## src/rtl/kbd_vmem_writer.sv

```systemverilog
// PS/2 scan-code set 2 to ASCII, writing characters and line clears into the column-major text vmem.
// Optional macro KBD_AUTOREPEAT_EN: when defined, held printable keys repeat with every make byte.
module kbd_vmem_writer #(
  parameter int unsigned COLS  = 70,
  parameter int unsigned ROWS  = 30,
  parameter logic [7:0]  BLANK = 8'h20
) (
  input  logic        clk,
  input  logic        rst,
  input  logic [7:0]  kb_data,
  input  logic        kb_valid,
  output logic        kb_ready,
  output logic        vm_we,
  output logic [11:0] vm_addr,
  output logic [7:0]  vm_wdata,
  output logic [6:0]  cur_col,
  output logic [4:0]  cur_row
);
  localparam logic [6:0]  LAST_COL = 7'(COLS - 1);
  localparam logic [4:0]  LAST_ROW = 5'(ROWS - 1);
  localparam logic [11:0] INIT_END = 12'(COLS * 32);
  localparam logic [11:0] CLR_END  = 12'(COLS);

  typedef enum logic [1:0] {S_INIT, S_IDLE, S_CLRLINE} state_t;

  state_t      state_q, state_d;
  logic [11:0] cnt_q, cnt_d;
  logic        brk_q, brk_d, ext_q, ext_d;
  logic        lsh_q, lsh_d, rsh_q, rsh_d, caps_q, caps_d;
  logic        we_q, we_d, ready_q, ready_d;
  logic [11:0] addr_q, addr_d;
  logic [7:0]  wdata_q, wdata_d;
  logic [6:0]  col_q, col_d;
  logic [4:0]  row_q, row_d;

  // Returns {printable, ascii}; letters flip case on 'upper', digit row uses 'shift'.
  function automatic logic [8:0] key_to_ascii(input logic [7:0] code, input logic shift,
                                              input logic upper);
    logic [7:0] letter, digit, symbol;
    letter = 8'h00; digit = 8'h00; symbol = 8'h00;
    case (code)
      8'h1C: letter = 8'h61;  8'h32: letter = 8'h62;  8'h21: letter = 8'h63;
      8'h23: letter = 8'h64;  8'h24: letter = 8'h65;  8'h2B: letter = 8'h66;
      8'h34: letter = 8'h67;  8'h33: letter = 8'h68;  8'h43: letter = 8'h69;
      8'h3B: letter = 8'h6A;  8'h42: letter = 8'h6B;  8'h4B: letter = 8'h6C;
      8'h3A: letter = 8'h6D;  8'h31: letter = 8'h6E;  8'h44: letter = 8'h6F;
      8'h4D: letter = 8'h70;  8'h15: letter = 8'h71;  8'h2D: letter = 8'h72;
      8'h1B: letter = 8'h73;  8'h2C: letter = 8'h74;  8'h3C: letter = 8'h75;
      8'h2A: letter = 8'h76;  8'h1D: letter = 8'h77;  8'h22: letter = 8'h78;
      8'h35: letter = 8'h79;  8'h1A: letter = 8'h7A;
      8'h16: begin digit = 8'h31; symbol = 8'h21; end
      8'h1E: begin digit = 8'h32; symbol = 8'h40; end
      8'h26: begin digit = 8'h33; symbol = 8'h23; end
      8'h25: begin digit = 8'h34; symbol = 8'h24; end
      8'h2E: begin digit = 8'h35; symbol = 8'h25; end
      8'h36: begin digit = 8'h36; symbol = 8'h5E; end
      8'h3D: begin digit = 8'h37; symbol = 8'h26; end
      8'h3E: begin digit = 8'h38; symbol = 8'h2A; end
      8'h46: begin digit = 8'h39; symbol = 8'h28; end
      8'h45: begin digit = 8'h30; symbol = 8'h29; end
      8'h29: begin digit = 8'h20; symbol = 8'h20; end
      default: ;
    endcase
    if (letter != 8'h00)     key_to_ascii = {1'b1, upper ? (letter - 8'h20) : letter};
    else if (digit != 8'h00) key_to_ascii = {1'b1, shift ? symbol : digit};
    else                     key_to_ascii = 9'h000;
  endfunction

  logic       accept, prefix, is_make, is_rel, rpt_hit;
  logic [8:0] key;
  logic [4:0] row_next;

  assign accept   = kb_valid && ready_q;
  assign prefix   = (kb_data == 8'hF0) || (kb_data == 8'hE0);
  assign is_make  = accept && !prefix && !ext_q && !brk_q;
  assign is_rel   = accept && !prefix && !ext_q && brk_q;
  assign key      = key_to_ascii(kb_data, lsh_q || rsh_q, (lsh_q || rsh_q) ^ caps_q);
  assign row_next = (row_q == LAST_ROW) ? 5'd0 : row_q + 5'd1;

`ifdef KBD_AUTOREPEAT_EN
  assign rpt_hit = 1'b0;
`else
  // Remembers the last make so a held key's typematic bytes are swallowed until release.
  logic [7:0] last_q, last_d;
  logic       last_vld_q, last_vld_d;

  always_comb begin
    last_d     = last_q;
    last_vld_d = last_vld_q;
    if (is_make) begin
      last_d     = kb_data;
      last_vld_d = 1'b1;
    end else if (is_rel && kb_data == last_q) begin
      last_vld_d = 1'b0;
    end
  end

  always_ff @(posedge clk) begin
    if (!rst) begin
      last_q     <= 8'h00;
      last_vld_q <= 1'b0;
    end else begin
      last_q     <= last_d;
      last_vld_q <= last_vld_d;
    end
  end

  assign rpt_hit = last_vld_q && (last_q == kb_data) &&
                   (key[8] || kb_data == 8'h5A || kb_data == 8'h66);
`endif

  always_comb begin
    state_d = state_q;  cnt_d   = cnt_q;
    brk_d   = brk_q;    ext_d   = ext_q;
    lsh_d   = lsh_q;    rsh_d   = rsh_q;   caps_d = caps_q;
    we_d    = 1'b0;     addr_d  = addr_q;  wdata_d = wdata_q;
    col_d   = col_q;    row_d   = row_q;
    case (state_q)
      S_INIT: begin
        if (cnt_q == INIT_END) begin
          state_d = S_IDLE;
          cnt_d   = 12'd0;
        end else begin
          we_d = 1'b1;  addr_d = cnt_q;  wdata_d = BLANK;  cnt_d = cnt_q + 12'd1;
        end
      end
      S_CLRLINE: begin
        // The extra pass with cnt==COLS keeps kb_ready low through the last clear write.
        if (cnt_q == CLR_END) begin
          state_d = S_IDLE;
        end else begin
          we_d = 1'b1;  addr_d = {cnt_q[6:0], row_q};  wdata_d = BLANK;  cnt_d = cnt_q + 12'd1;
        end
      end
      default: begin
        if (accept) begin
          if (kb_data == 8'hF0)      brk_d = 1'b1;
          else if (kb_data == 8'hE0) ext_d = 1'b1;
          else begin
            brk_d = 1'b0;
            ext_d = 1'b0;
          end
          if (is_rel) begin
            if (kb_data == 8'h12) lsh_d = 1'b0;
            if (kb_data == 8'h59) rsh_d = 1'b0;
          end
          if (is_make && !rpt_hit) begin
            case (kb_data)
              8'h12: lsh_d  = 1'b1;
              8'h59: rsh_d  = 1'b1;
              8'h58: caps_d = !caps_q;
              8'h5A: begin
                // Enter issues column 0 of the clear itself, so CLRLINE resumes at column 1.
                col_d = 7'd0;  row_d = row_next;
                we_d  = 1'b1;  addr_d = {7'd0, row_next};  wdata_d = BLANK;
                cnt_d = 12'd1; state_d = S_CLRLINE;
              end
              8'h66: begin
                if (col_q != 7'd0) begin
                  col_d = col_q - 7'd1;
                  we_d  = 1'b1;  addr_d = {col_q - 7'd1, row_q};  wdata_d = BLANK;
                end else if (row_q != 5'd0) begin
                  col_d = LAST_COL;  row_d = row_q - 5'd1;
                  we_d  = 1'b1;  addr_d = {LAST_COL, row_q - 5'd1};  wdata_d = BLANK;
                end
              end
              default: begin
                if (key[8]) begin
                  we_d = 1'b1;  addr_d = {col_q, row_q};  wdata_d = key[7:0];
                  if (col_q == LAST_COL) begin
                    col_d = 7'd0;  row_d = row_next;  cnt_d = 12'd0;  state_d = S_CLRLINE;
                  end else begin
                    col_d = col_q + 7'd1;
                  end
                end
              end
            endcase
          end
        end
      end
    endcase
    ready_d = (state_d == S_IDLE);
  end

  always_ff @(posedge clk) begin
    if (!rst) begin
      state_q <= S_INIT;  cnt_q  <= 12'd0;
      brk_q   <= 1'b0;    ext_q  <= 1'b0;
      lsh_q   <= 1'b0;    rsh_q  <= 1'b0;   caps_q  <= 1'b0;
      we_q    <= 1'b0;    addr_q <= 12'd0;  wdata_q <= BLANK;
      col_q   <= 7'd0;    row_q  <= 5'd0;   ready_q <= 1'b0;
    end else begin
      state_q <= state_d; cnt_q  <= cnt_d;
      brk_q   <= brk_d;   ext_q  <= ext_d;
      lsh_q   <= lsh_d;   rsh_q  <= rsh_d;  caps_q  <= caps_d;
      we_q    <= we_d;    addr_q <= addr_d; wdata_q <= wdata_d;
      col_q   <= col_d;   row_q  <= row_d;  ready_q <= ready_d;
    end
  end

  assign kb_ready = ready_q;
  assign vm_we    = we_q;
  assign vm_addr  = addr_q;
  assign vm_wdata = wdata_q;
  assign cur_col  = col_q;
  assign cur_row  = row_q;
endmodule

```

## config.mk

```make
export PLATFORM = sky130hd
export DESIGN_NAME = kbd_vmem_writer
export DESIGN_NICKNAME = d
export VERILOG_FILES = /design/src/rtl/kbd_vmem_writer.sv
export SDC_FILE = /design/constraint.sdc
export NUM_CORES = 1
export LEC_CHECK = 0
export ABC_AREA = 1
export CORE_ASPECT_RATIO = 1.25
export CORE_MARGIN = 2
export CORE_UTILIZATION = 55
export DETAILED_ROUTE_END_ITERATION = 7
export DONT_BUFFER_PORTS = 1
export HOLD_SLACK_MARGIN = 0.02
export PLACE_DENSITY = 0.67
export SLEW_MARGIN = 20
export SYNTH_ARGS = -nofsm -noshare
export SYNTH_HDL_FRONTEND = slang
export SYNTH_SLANG_ARGS = --single-unit
```

## constraint.sdc

```tcl
create_clock -name clk -period 3.55 [get_ports clk]
set_clock_uncertainty 0.15 [all_clocks]
set_input_delay 0.5325 -clock clk [delete_from_list [all_inputs] [get_ports clk]]
set_output_delay 0.5325 -clock clk [all_outputs]
set_load 0.01 [all_outputs]
```

# Word level (Yosys, flattened, before mapping)
# Index checks and enable logic that the tools add are counted.
# classes
n_addsub,6
eq_ne,61
n_mux,74
n_bitwise,4
n_reduce_logical,42
# ops
op,count
"equality test 8 x 6 -> 1 bit, second input constant",23
case mux 7 bit (26 select lines),1
two-way mux 12 bit,13
"equality test 8 x 7 -> 1 bit, second input constant",11
case mux 7 bit (11 select lines),1
two-way mux 8 bit,9
case mux 12 bit (2 select lines),3
case mux 6 bit (11 select lines),1
"equality test 8 x 5 -> 1 bit, second input constant",8
case mux 12 bit (3 select lines),1
two-way mux 7 bit,4
two-way mux 5 bit,5
case mux 8 bit (3 select lines),1
case mux 7 bit (3 select lines),1
two-way mux 1 bit,20
two-way mux 9 bit,2
equality test 8 bit,2
"equality test 8 bit, second input constant",2
case mux 8 bit (2 select lines),1
nonzero test 8 bit,2
case mux 5 bit (3 select lines),1
"adder 12 x 1 -> 12 bit, second input constant",1
"equality test 12 bit, second input constant",1
"equality test 12 x 7 -> 1 bit, second input constant",1
other kinds (37),72
# word_totals
register_bits,62
input_bits,11
output_inout_bits,34

# Depth between registers and ports, before layout
# Gate-level depths: netlist of run 1.
# depth
ltp_word,14
ltp_mapped,18
mapped_depth_nobuf,17

# Least setup slack after synthesis of run 1
# Ideal clock, no wire load.
# synth_path
path_kind,in2reg
startpoint,input kb_data[4]
endpoint,register cnt_q[10]
setup_ns,0.115
arrival_time_ns,2.100
required_time_ns,3.285
slack_ns,1.185
path_stages,16
path_buffers,2
path_cell_list,nand2_1 -> inv_1 -> nand2_1 -> nor2_1 -> a21oi_1 -> nand2_1 -> nor2_2 -> nand4_4 -> nand2_1 -> nand2_1 -> nand2_1 -> buf_4 -> buf_6 -> nand3_1 -> nand2_1 -> nor2_1
# synth_via
elab_chain_cells,12
# synth_rtl
element,line_no,rtl
"start, declared",10,"input logic [7:0] kb_data,"
"equality test 8 x 6 -> 1 bit, or another cell as far along",41,case (code)
case mux 6 bit (11 select lines),41,
nonzero test 8 bit,65,"else if (digit != 8'h00) key_to_ascii = {1'b1, shift ? symbol : digit};"
two-way mux 9 bit,65,
two-way mux 9 bit,64,"if (letter != 8'h00) key_to_ascii = {1'b1, upper ? (letter - 8'h20) : letter};"
logical OR 1 bit (2 in series),109,(key[8] || kb_data == 8'h5A || kb_data == 8'h66);
logical AND 1 bit,108,assign rpt_hit = last_vld_q && (last_q == kb_data) &&
logical NOT 1 bit,147,if (is_make && !rpt_hit) begin
logical AND 1 bit,147,
nonzero test 3 bit (no line),n/a,
AND reduction 6 bit (no line),n/a,
"end signal, assigned",193,state_q <= state_d; cnt_q <= cnt_d;
"end, declared",27,"logic [11:0] cnt_q, cnt_d;"
# Several ways; a longest one is shown, not always the timed one. The select of a mux whose other input is x is not followed.
# A chain may end at the register's enable or synchronous reset.

# Worst setup path after layout of run 1
# layout_path
startpoint,"register col_q[0], in the netlist cur_col[0]"
endpoint,"register row_q[4], in the netlist cur_row[4]"
# layout_via
elab_chain_cells,3
# layout_rtl
element,line_no,rtl
"start, declared",33,"logic [6:0] col_q, col_d;"
"start signal, assigned",197,col_q <= col_d; row_q <= row_d; ready_q <= ready_d;
equality test 7 bit / nonzero test 7 bit (equally long branches),"170, 159",
nonzero test 3 bit (no line) / != test 2 bit (equally long branches),n/a,
AND reduction 8 bit (no line) (*),n/a,
"end signal, assigned",197,
"end, declared",34,"logic [4:0] row_q, row_d;"
# Every way passes the cells marked *; elsewhere a longest branch is shown, timed or not.

==> flow_metrics.env, run 1 <==
export IMPL_grt_start_max_net_pins=57
export IMPL_switching_share_pct=34.7
export IMPL_row_count=37
export IMPL_initial_util_pct=56.8
export IMPL_netlist_area_sq_um=4710
export IMPL_ports_placed_on_the_boundary=45
export IMPL_fmax_mhz=340
export IMPL_antenna_cells=0
export IMPL_asyncSetResetFlopFracSynth_pct=0
export IMPL_post_route_drc_count=0
export IMPL_synthesis_nets=806
export IMPL_io_buffers=0
export IMPL_worstPathMaxFanout=8
export IMPL_clock_power_share_pct=31.0
export IMPL_setup_ws_ns=0.606
export IMPL_resized_after_cts=0
export IMPL_ctsHoldBuffers=0
export IMPL_first_global_vias=4752
export IMPL_grt_pass1_wl_um=22400
export IMPL_area_growth_synth_to_final_pct=3.80
export IMPL_synth_enable_flop_cells=0
export IMPL_clock_root_buffer="sky130_fd_sc_hd__clkbuf_8"
export IMPL_cts_clk_slew_worst_paths_ns=0.07
export IMPL_worst_endpoint_required_ns=3.65
export IMPL_numCtsBuffers=9
export IMPL_die_x_um=86.8
export IMPL_core_region_sq_um=8290
export IMPL_final_period_minus_worst_setup_slack_ns=2.94
export IMPL_drv_cap=0
export IMPL_ir_worst_vdd_mv=0.169
export IMPL_antenna_found_initial=0
export IMPL_comb_power_share_pct=21.8
export IMPL_grt_ovfl_total=0
export IMPL_die_area_sq_um=9330
export IMPL_outcome="completed"
export IMPL_setup_violating_endpoint_count_in_the_final_report=0
export IMPL_tritoncts_clock_tree="done"
export IMPL_power_switching_uw=623
export IMPL_worst_slew_pin_slew_ns=0.560
export IMPL_num_vias=5038
export IMPL_post_layout_total_power_uw=1800
export IMPL_totalWireLength_um=13700
export IMPL_rsz0062_at_grt="no"
export IMPL_clock_tree_htree_level_count=3
export IMPL_dp_cells=860
export IMPL_dp_hpwl_um=10600
export IMPL_worst_skew_pair_late_latency_ns=0.35
export IMPL_synth_warnings=0
export IMPL_worst_endpoint_arrival_ns=3.04
export IMPL_drt_first_pass_iters=7
export IMPL_worst_slew_margin_rel_pct=62.7
export IMPL_violation_count_after_the_first_detailed_route_iteration=385
export IMPL_antenna_left=0
export IMPL_detailedPlace_worstSlack_ns=0.524
export IMPL_cellPowerDensity_nw_per_um2=367
export IMPL_synth_seq_cells=62
export IMPL_share_of_layout_cells_above_drive_strength_1_pct=6.93
export IMPL_final_period_utilization_pct=82.9
export IMPL_netlist_cell_type_count=42
export IMPL_postSynthAreaPerCell_sq_um=6.01
export IMPL_setup_total_negative_slack_ns=0
export IMPL_final_max_slew_viol_count=0
export IMPL_startpoint_type="register"
export IMPL_place_gp_congestion=0.994
export IMPL_layoutNonFillerInstCount=876
export IMPL_finish_net_count=796
export IMPL_post_cts_setup_buffers=0
export IMPL_synth_cells=784
export IMPL_timing_hold_violations_final=0
export IMPL_post_drt_via_cell_ratio=5.75
export IMPL_total_leakage_power_uw=0.00238
export IMPL_worstSetupEndpointType="register"
export IMPL_cts_sinks=62
export IMPL_ys_dominant_reg_cell="sky130_fd_sc_hd__dfxtp_1"
export IMPL_synth_seq_area_share_pct=26.3
export IMPL_cts_root_to_sink_buffers=2
export IMPL_detail_route_wl_per_cell_um=15.6
export IMPL_power_share_sequential_pct=47.2
export IMPL_y_dimension_of_the_die_um=107
export IMPL_grt_usage_pct=30.4
export IMPL_critPathKind="reg2reg"
export IMPL_hold_path_class="in2reg"
export IMPL_power_report_internal_total_uw=1170
==> cell usage after synthesis (2+ instances only) <==
cell                       number  area [sq um]
sky130_fd_sc_hd__nand3_2        4          40.0
sky130_fd_sc_hd__inv_1         81           304
sky130_fd_sc_hd__o221ai_1       9          78.8
sky130_fd_sc_hd__nor2_1       137           514
sky130_fd_sc_hd__or2_2          3          18.8
sky130_fd_sc_hd__nor2_4         5          56.3
sky130_fd_sc_hd__dfxtp_1       62          1240
sky130_fd_sc_hd__nor4_1         8          50.1
sky130_fd_sc_hd__buf_2          4          20.0
sky130_fd_sc_hd__a21oi_1       47           235
sky130_fd_sc_hd__buf_6          5          56.3
sky130_fd_sc_hd__inv_2          6          22.5
sky130_fd_sc_hd__nand3_1       67           335
sky130_fd_sc_hd__a22oi_1        2          15.0
sky130_fd_sc_hd__nand2_1      195           732
sky130_fd_sc_hd__nor2_2         8          50.1
sky130_fd_sc_hd__clkbuf_1      12          45.0
sky130_fd_sc_hd__o21ai_0       39           195
sky130_fd_sc_hd__o22ai_1        4          25.0
sky130_fd_sc_hd__nand4_1       15          93.8
sky130_fd_sc_hd__nand2_4        2          22.5
sky130_fd_sc_hd__buf_1          3          11.3
sky130_fd_sc_hd__nand2_2        5          31.3
sky130_fd_sc_hd__clkinv_1       2          7.51
sky130_fd_sc_hd__ha_1          11           138
sky130_fd_sc_hd__xor2_1        19           166
sky130_fd_sc_hd__nor3_1        12          60.1
sky130_fd_sc_hd__o21ai_1        3          15.0
==> cell families (layout without fill, tap and decap cells) <==
| family | count (synthesis) | count (layout) | share of synthesized area [%] |
|---|---|---|---|
| XOR/XNOR | 19 | 19 | 3.53 |
| AO/OA/AOI/OAI | 113 | 113 | 13.7 |
| AND/OR/NAND/NOR | 465 | 465 | 43.5 |
| adder cells (fa/ha/maj) | 11 | 11 | 2.92 |
| flip-flops | 62 | 62 | 26.3 |
| buffers and inverters | 114 | 109 | 10.1 |
==> per-stage QoR <==
step | hold slack, ns | util, % | cell area (sq um)
after floorplan | 0.293 | - | 4710
after global placement | 0.311 | 57.0 | 4720
after detailed placement | 0.323 | 57.0 | 4720
after CTS | 0.127 | 59.0 | 4890
after global routing | 0.149 | 59.0 | 4890
final | 0.156 | 59.0 | 4890
==> worst paths after layout <==
kind	start	to	slack [ns]	cells after the start
min	rst	cur_row[2]$_SDFFE_PN0P_	0.16	2
max reg2reg	cur_col[0]$_SDFFE_PN0P_	cur_row[4]$_SDFFE_PN0P_	0.61	13
max	cur_col[0]$_SDFFE_PN0P_	cur_row[4]$_SDFFE_PN0P_	0.61	13
min reg2reg	brk_q$_SDFFE_PN0P_	brk_q$_SDFFE_PN0P_	0.34	2
==> per-layer routing <==
layer  part of all wire (%)  up-vias  track usage, %
li1                       -     2529               -
met5                      0        -               0
met3                    5.1       39            4.75
met4                    3.0        0            13.1
met2                     52      144            55.4
met1                     40     2326            34.4
==> registers in the layout, indices dropped and copies added, names as in the netlist, named ones only <==
register / cells
cnt_q: 12
vm_addr: 12
last_q: 8
vm_wdata: 8
cur_col: 7
cur_row: 5
state_q: 2
brk_q: 1
caps_q: 1
ext_q: 1
kb_ready: 1
last_vld_q: 1
vm_we: 1
==> layout by cell type (no fill, tap or decap), drive strengths merged <==
cell type,count
inv,87
or2,3
a22oi,2
nand3b,1
o2111ai,1
a31oi,1
a21boi,1
nor3b,1
xor2,19
and3,1
dfxtp,62
nand3,71
ha,11
o221ai,9
o211ai,1
a21oi,49
buf,4
o22ai,4
clkinvlp,1
nor4,8
nand4,16
o31ai,1
nor3,12
o21ai,42
clkinv,5
nand2,202
nor2,150
a32oi,1
clkbuf,12
a41oi,1
==> cell type report <==
class                   instances  area, sq um
repair buffers                  4         30.0
clock buffers                  12          145
inverters                      89          334
fillers                       866         3400
clock inverters                 4         22.5
multi-input cells             608         3000
well taps                      97          121
flip-flops and latches         62         1240
==> critical path, stage by stage, from the launching register on <==
cell	delay [ns]
sky130_fd_sc_hd__dfxtp_1	0.40
sky130_fd_sc_hd__inv_1	0.17
sky130_fd_sc_hd__ha_1	0.18
sky130_fd_sc_hd__inv_1	0.04
sky130_fd_sc_hd__nor2_1	0.17
sky130_fd_sc_hd__nand3_1	0.12
sky130_fd_sc_hd__nor2_1	0.27
sky130_fd_sc_hd__inv_1	0.12
sky130_fd_sc_hd__nand2_1	0.22
sky130_fd_sc_hd__nand4_1	0.12
sky130_fd_sc_hd__nor2_1	0.18
sky130_fd_sc_hd__nand4_1	0.39
sky130_fd_sc_hd__a21oi_1	0.25
sky130_fd_sc_hd__nor2_1	0.05
==> power by group through the flow <==
| stage | Sequential (uW) | Clock (uW) | Combinational (uW) |
|---|---|---|---|
| global route | 854 | 591 | 450 |
| global placement | 861 | 0 | 380 |
| floorplan | 836 | 0 | 330 |
| finish | 847 | 556 | 391 |
| detailed placement | 862 | 0 | 388 |
| CTS | 846 | 561 | 390 |
Power figures use the tool's default switching activity.
==> run 2: changes to the inputs <==
Settings changed: PLACE_DENSITY 0.67 to 0.7.
Clock period 3.55 ns to 2.4 ns, I/O delays scaled along.
==> run 2 against run 1 <==
Total power rose by 60%. Utilization rose by 6.5 points. First-iteration DRC count fell by 2.3%. Clock-buffer cell count fell by 3. Largest cell class unchanged.
==> flow_metrics.env, run 2 (synthesized netlist as in run 1, its figures left out) <==
export IMPL_final_common_cell="sky130_fd_sc_hd__nand2_1"
export IMPL_grt_start_max_net_pins=56
export IMPL_final_period_minus_worst_setup_slack_ns=2.27
export IMPL_cts_sinks=62
export IMPL_share_of_layout_cells_above_drive_strength_1_pct=13.4
export IMPL_post_route_drc_count=0
export IMPL_y_dimension_of_the_die_um=107
export IMPL_destination_of_the_worst_register_to_register_timing_path="vm_addr[1]$_SDFFE_PN0P_"
export IMPL_finish_net_count=851
export IMPL_detail_route_wl_per_cell_um=15.5
export IMPL_fmax_mhz=440
export IMPL_totalWireLength_um=14400
export IMPL_layout_common_cells="sky130_fd_sc_hd__nand2_1 (193), sky130_fd_sc_hd__nor2_1 (135), sky130_fd_sc_hd__inv_1 (80), sky130_fd_sc_hd__nand3_1 (67), sky130_fd_sc_hd__dfxtp_1 (62)"
export IMPL_final_period_utilization_pct=94.6
export IMPL_tritoncts_clock_tree="done"
export IMPL_worst_flop_to_flop_path_startpoint="cur_col[1]$_SDFFE_PN0P_"
export IMPL_startpoint_type="register"
export IMPL_timing_hold_violations_final=0
export IMPL_num_vias=5318
export IMPL_cts_clk_slew_worst_paths_ns=0.07
export IMPL_io_buffers=0
export IMPL_place_gp_congestion=1.03
export IMPL_clock_root_buffer="sky130_fd_sc_hd__clkbuf_8"
export IMPL_filler_cell_count=796
export IMPL_final_max_slew_viol_count=0
export IMPL_hold_path_class="in2reg"
export IMPL_grt_ovfl_total=0
export IMPL_ff2ff_path_depth=15
export IMPL_cellPowerDensity_nw_per_um2=529
export IMPL_dp_hpwl_um=11100
export IMPL_drt_first_pass_iters=5
export IMPL_worstSetupEndpointType="register"
export IMPL_antenna_cells=0
export IMPL_area_growth_synth_to_final_pct=15.2
export IMPL_first_global_vias=5033
export IMPL_grt_pass1_wl_um=23700
export IMPL_violation_count_after_the_first_detailed_route_iteration=376
export IMPL_numCtsBuffers=9
export IMPL_regToRegSetupSlack_ns=0.13
export IMPL_row_count=37
export IMPL_total_leakage_power_uw=0.00270
export IMPL_post_layout_total_power_uw=2870
export IMPL_ports_placed_on_the_boundary=45
export IMPL_ir_worst_vdd_mv=0.325
export IMPL_critPathKind="reg2reg"
export IMPL_antenna_found_initial=0
export IMPL_worst_skew_pair_late_latency_ns=0.36
export IMPL_hold_path_startpoint="kb_data[7]"
export IMPL_grt_usage_pct=32.1
export IMPL_antenna_left=0
export IMPL_worst_endpoint_arrival_ns=2.38
export IMPL_worst_slew_pin_slew_ns=0.525
export IMPL_outcome="completed"
export IMPL_drv_cap=0
export IMPL_worst_endpoint_required_ns=2.51
export IMPL_holdPathStages=2
export IMPL_die_x_um=86.8
export IMPL_worst_hold_slack_ns=0.0291
export IMPL_core_region_sq_um=8290
export IMPL_die_area_sq_um=9330
export IMPL_clock_tree_htree_level_count=3
export IMPL_hold_path_endpoint="last_q[7]$_SDFFE_PN0P_"
export IMPL_setup_violating_endpoint_count_in_the_final_report=0
export IMPL_initial_util_pct=56.8
export IMPL_layout_area_seq_sq_um=1240
export IMPL_worst_slew_margin_rel_pct=64.7
export IMPL_multiInputGateArea_sq_um=3010
export IMPL_cts_root_to_sink_buffers=2
export IMPL_post_drt_via_cell_ratio=5.71
export IMPL_worstPathMaxFanout=11
run 2: cell types whose count changed in the layout (fill, tap and decap cells not counted), moves of 3 or more:
cell | previous run | this run
sky130_fd_sc_hd__buf_12 | 0 | 5
sky130_fd_sc_hd__buf_4 | 4 | 49
sky130_fd_sc_hd__dlygate4sd3_1 | 0 | 5
sky130_fd_sc_hd__o21ai_0 | 39 | 36
run 2: how the worst max path moves through the flow:
stage | start | slack (ns) | depth (start not counted) | end
after floorplan | cur_col[0]$_SDFFE_PN0P_ | 0.09 | 13 | cur_row[4]$_SDFFE_PN0P_
after global placement | cur_col[0]$_SDFFE_PN0P_ | -0.02 | 14 | vm_addr[8]$_SDFFE_PN0P_
after detailed placement | cur_col[0]$_SDFFE_PN0P_ | -0.06 | 14 | vm_addr[8]$_SDFFE_PN0P_
after CTS | cur_col[0]$_SDFFE_PN0P_ | 0.05 | 14 | vm_addr[8]$_SDFFE_PN0P_
after global routing | cur_col[1]$_SDFFE_PN0P_ | -0.005 | 14 | cur_row[4]$_SDFFE_PN0P_
final | cur_col[1]$_SDFFE_PN0P_ | 0.13 | 15 | vm_addr[1]$_SDFFE_PN0P_
run 2: routing by layer:
layer / GRT usage, % / part of all wire [%] / vias up / wire (um)
met5: 0 / 0 / - / 0
met4: 15.6 / 3.7 / 0 / 536
met3: 6.52 / 5.4 / 49 / 784
met2: 57.1 / 51 / 175 / 7440
met1: 35.8 / 39 / 2448 / 5680
li1: - / - / 2646 / -
run 2: what timing repair did:
item,CTS,global route
endpoints found under the hold margin,57,0
hold buffers,6,0
gates resized for setup,3,7
pin swaps,0,1
setup buffers,0,1
endpoints found under the setup margin,4,21
run 2: critical path, stage by stage (launching register included):
cell and delay (ns):
sky130_fd_sc_hd__dfxtp_1 0.31, sky130_fd_sc_hd__inv_1 0.11, sky130_fd_sc_hd__ha_1 0.18, sky130_fd_sc_hd__inv_1 0.04
sky130_fd_sc_hd__nor2_1 0.13, sky130_fd_sc_hd__nand3_1 0.13, sky130_fd_sc_hd__nor2_2 0.14, sky130_fd_sc_hd__buf_4 0.15
sky130_fd_sc_hd__nand3_1 0.13, sky130_fd_sc_hd__nand2_2 0.14, sky130_fd_sc_hd__nor2_2 0.06, sky130_fd_sc_hd__nand2_4 0.10
sky130_fd_sc_hd__buf_4 0.20, sky130_fd_sc_hd__nand3_1 0.09, sky130_fd_sc_hd__nand2_1 0.08, sky130_fd_sc_hd__nor2_2 0.03
run 2: cell type report:
cell class	instances	share of cell area [%]
multi-input cells	608	55.5
flip-flops and latches	62	22.9
repair buffers	59	9.54
well taps	97	2.24
clock buffers	9	2.28
inverters	89	6.15
clock inverters	7	1.38
run 2: where the power goes:
part	internal [uW]	leakage [uW]	switching (uW)
registers	1130	0.000506	118
clock network	480	0.0000914	470
logic	265	0.00210	411
total	1870	0.00270	999
run 2: stage by stage:
stage	setup WS (ns)	cells	setup TNS, ns	utilization, %	instance area [sq um]
after floorplan	0.0851	784	0	-	4710
after global placement	-0.0163	908	-0.0163	61.9	5130
after detailed placement	-0.0579	908	-0.114	61.9	5130
after CTS	0.0507	930	0	65.2	5400
after global routing	-0.00496	931	-0.00496	65.5	5430
final	0.130	931	0	65.5	5430
==> run 3: changes to the inputs <==
Settings changed: CORE_ASPECT_RATIO 1.25 to 0.6.
==> run 3 against run 2 <==
Utilization is 0.63 points higher. Critical path depth is 1 lower. Final area is 2.7% higher. Worst setup slack worse by 0.050 ns.
==> flow_metrics.env, run 3 (synthesized netlist as in run 1, its figures left out) <==
export IMPL_outcome="completed"
export IMPL_rsz0062_at_grt="yes"
export IMPL_tritoncts_clock_tree="done"
export IMPL_violation_count_after_the_first_detailed_route_iteration=700
export IMPL_finish_net_count=853
export IMPL_worst_endpoint_arrival_ns=2.39
export IMPL_ports_placed_on_the_boundary=45
export IMPL_grt_usage_pct=33.5
export IMPL_die_area_sq_um=9350
export IMPL_worst_path_most_repeated_cell="sky130_fd_sc_hd__nor2_1"
export IMPL_hold_path_class="in2reg"
export IMPL_antenna_found_initial=0
export IMPL_io_buffers=0
export IMPL_worstSetupEndpointType="register"
export IMPL_post_route_drc_count=0
export IMPL_final_area_sq_um=5570
export IMPL_totalWireLength_um=15500
export IMPL_num_vias=5451
export IMPL_worst_endpoint_required_ns=2.47
export IMPL_ir_worst_vdd_mv=0.344
export IMPL_grt_ovfl_total=0
export IMPL_critPathKind="reg2reg"
export IMPL_y_dimension_of_the_die_um=75.7
export IMPL_cts_sinks=62
export IMPL_filler_cell_count=778
export IMPL_multiInputGateArea_sq_um=3010
export IMPL_drt_first_pass_iters=5
export IMPL_worstPathCellList="inv_1, ha_1, inv_1, nor2_1, nand3_1, nor2_1, inv_1, nand2_2, nand2_1, o21ai_2, o21ai_0, buf_4, nor2_1, nor2_1"
export IMPL_clock_root_buffer="sky130_fd_sc_hd__clkbuf_16"
export IMPL_grt_busiest_layer="met1"
export IMPL_timing_hold_violations_final=0
export IMPL_worst_slew_pin_slew_ns=0.483
export IMPL_layout_area_seq_sq_um=1240
export IMPL_place_gp_congestion=0.993
export IMPL_worst_skew_pair_late_latency_ns=0.34
export IMPL_crit_path_max_incr_delay_ns=0.31
export IMPL_numCtsBuffers=9
export IMPL_setup_total_negative_slack_ns=0
export IMPL_worst_hold_slack_ns=0.0256
export IMPL_placedInstanceArea_sq_um=5200
export IMPL_global_route_usage_met3_pct=10.3
export IMPL_final_core_util_pct=66.1
export IMPL_core_region_sq_um=8430
export IMPL_fmax_mhz=431
export IMPL_final_period_utilization_pct=96.7
export IMPL_antenna_left=0
export IMPL_cp_slowest_cell="sky130_fd_sc_hd__dfxtp_1"
export IMPL_grt_pass1_wl_um=23700
export IMPL_worst_slew_margin_rel_pct=67.8
export IMPL_die_x_um=123
export IMPL_clock_tree_htree_level_count=3
export IMPL_startpoint_type="register"
export IMPL_area_growth_synth_to_final_pct=18.3
export IMPL_share_of_layout_cells_above_drive_strength_1_pct=13.8
export IMPL_grtUsageMet1_pct=53.5
export IMPL_antenna_cells=0
export IMPL_post_layout_total_power_uw=3380
export IMPL_total_leakage_power_uw=0.00275
export IMPL_final_common_cell="sky130_fd_sc_hd__nand2_1"
export IMPL_initial_util_pct=55.9
export IMPL_grt_start_max_net_pins=45
export IMPL_final_max_slew_viol_count=0
export IMPL_setup_violating_endpoint_count_in_the_final_report=0
export IMPL_final_period_minus_worst_setup_slack_ns=2.32
export IMPL_cts_clk_slew_worst_paths_ns=0.05
export IMPL_globalRouteMet2Util_pct=41.1
export IMPL_worstPathMaxFanout=6
export IMPL_row_count=26
export IMPL_post_drt_via_cell_ratio=5.75
export IMPL_layout_common_cells="sky130_fd_sc_hd__nand2_1 (194), sky130_fd_sc_hd__nor2_1 (136), sky130_fd_sc_hd__inv_1 (81), sky130_fd_sc_hd__nand3_1 (67), sky130_fd_sc_hd__dfxtp_1 (62)"
export IMPL_first_global_vias=4563
export IMPL_cellPowerDensity_nw_per_um2=606
export IMPL_cts_root_to_sink_buffers=2
export IMPL_drv_cap=0
export IMPL_dp_hpwl_um=11600
export IMPL_detail_route_wl_per_cell_um=16.3
run 3: changes by cell type in the layout (fill, tap and decap cells not counted), sizes merged:
cell	change
buf	+6
bufinv	+1
clkbuf	+2
dlygate4sd3	-4
clkinv	-3
run 3: cell type report:
type	count	share of cell area, %
multi-input cells	608	54.0
flip-flops and latches	62	22.3
repair buffers	61	9.39
inverters	89	6.00
clock buffers	11	4.36
well taps	112	2.52
clock inverters	5	1.48
run 3: where the power goes:
part           internal [uW]  switching (uW)
Sequential              1130             113
Combinational            261             443
Clock                    937             496
run 3: metal layers:
metal / wire length (um) / part of all wire [%] / up-vias
met5: 0 / 0 / -
met4: 264 / 1.7 / 0
met3: 2110 / 14 / 32
met2: 5580 / 36 / 300
met1: 7530 / 49 / 2470
li1: - / - / 2649
run 3: path summary, 6_finish.rpt:
check	from	cells past startpoint	end	slack, ns
worst max-delay path	cur_col[1]$_SDFFE_PN0P_	14	vm_addr[4]$_SDFFE_PN0P_	0.08
worst max register to register	cur_col[1]$_SDFFE_PN0P_	14	vm_addr[4]$_SDFFE_PN0P_	0.08
worst min-delay path	rst	2	last_q[7]$_SDFFE_PN0P_	0.03
worst min register to register	ext_q$_SDFFE_PN0P_	2	ext_q$_SDFFE_PN0P_	0.33
run 3: timing repair:
item                                   4_1_cts  5_1_grt
setup buffers                                0        1
endpoints found under the hold margin       44        0
setup endpoints to repair                    7       12
gates resized for setup                      3        6
pin swaps                                    0        1
hold buffers                                 2        0
run 3: stage by stage:
step	setup slack, ns	std cells
detailed placement	-0.0783	929
floorplan	0.0851	784
global placement	-0.0269	929
finish	0.0800	948
CTS	0.0589	947
global route	-0.00417	948
run 3: critical path: cells and delay by family (launching register included):
kind | cells | cell delay (ns)
DFF | 1 | 0.31
AOI/OAI and AO/OA | 2 | 0.34
buffers and inverters | 4 | 0.41
adders and majority gates | 1 | 0.18
and+or+nand+nor | 7 | 0.82
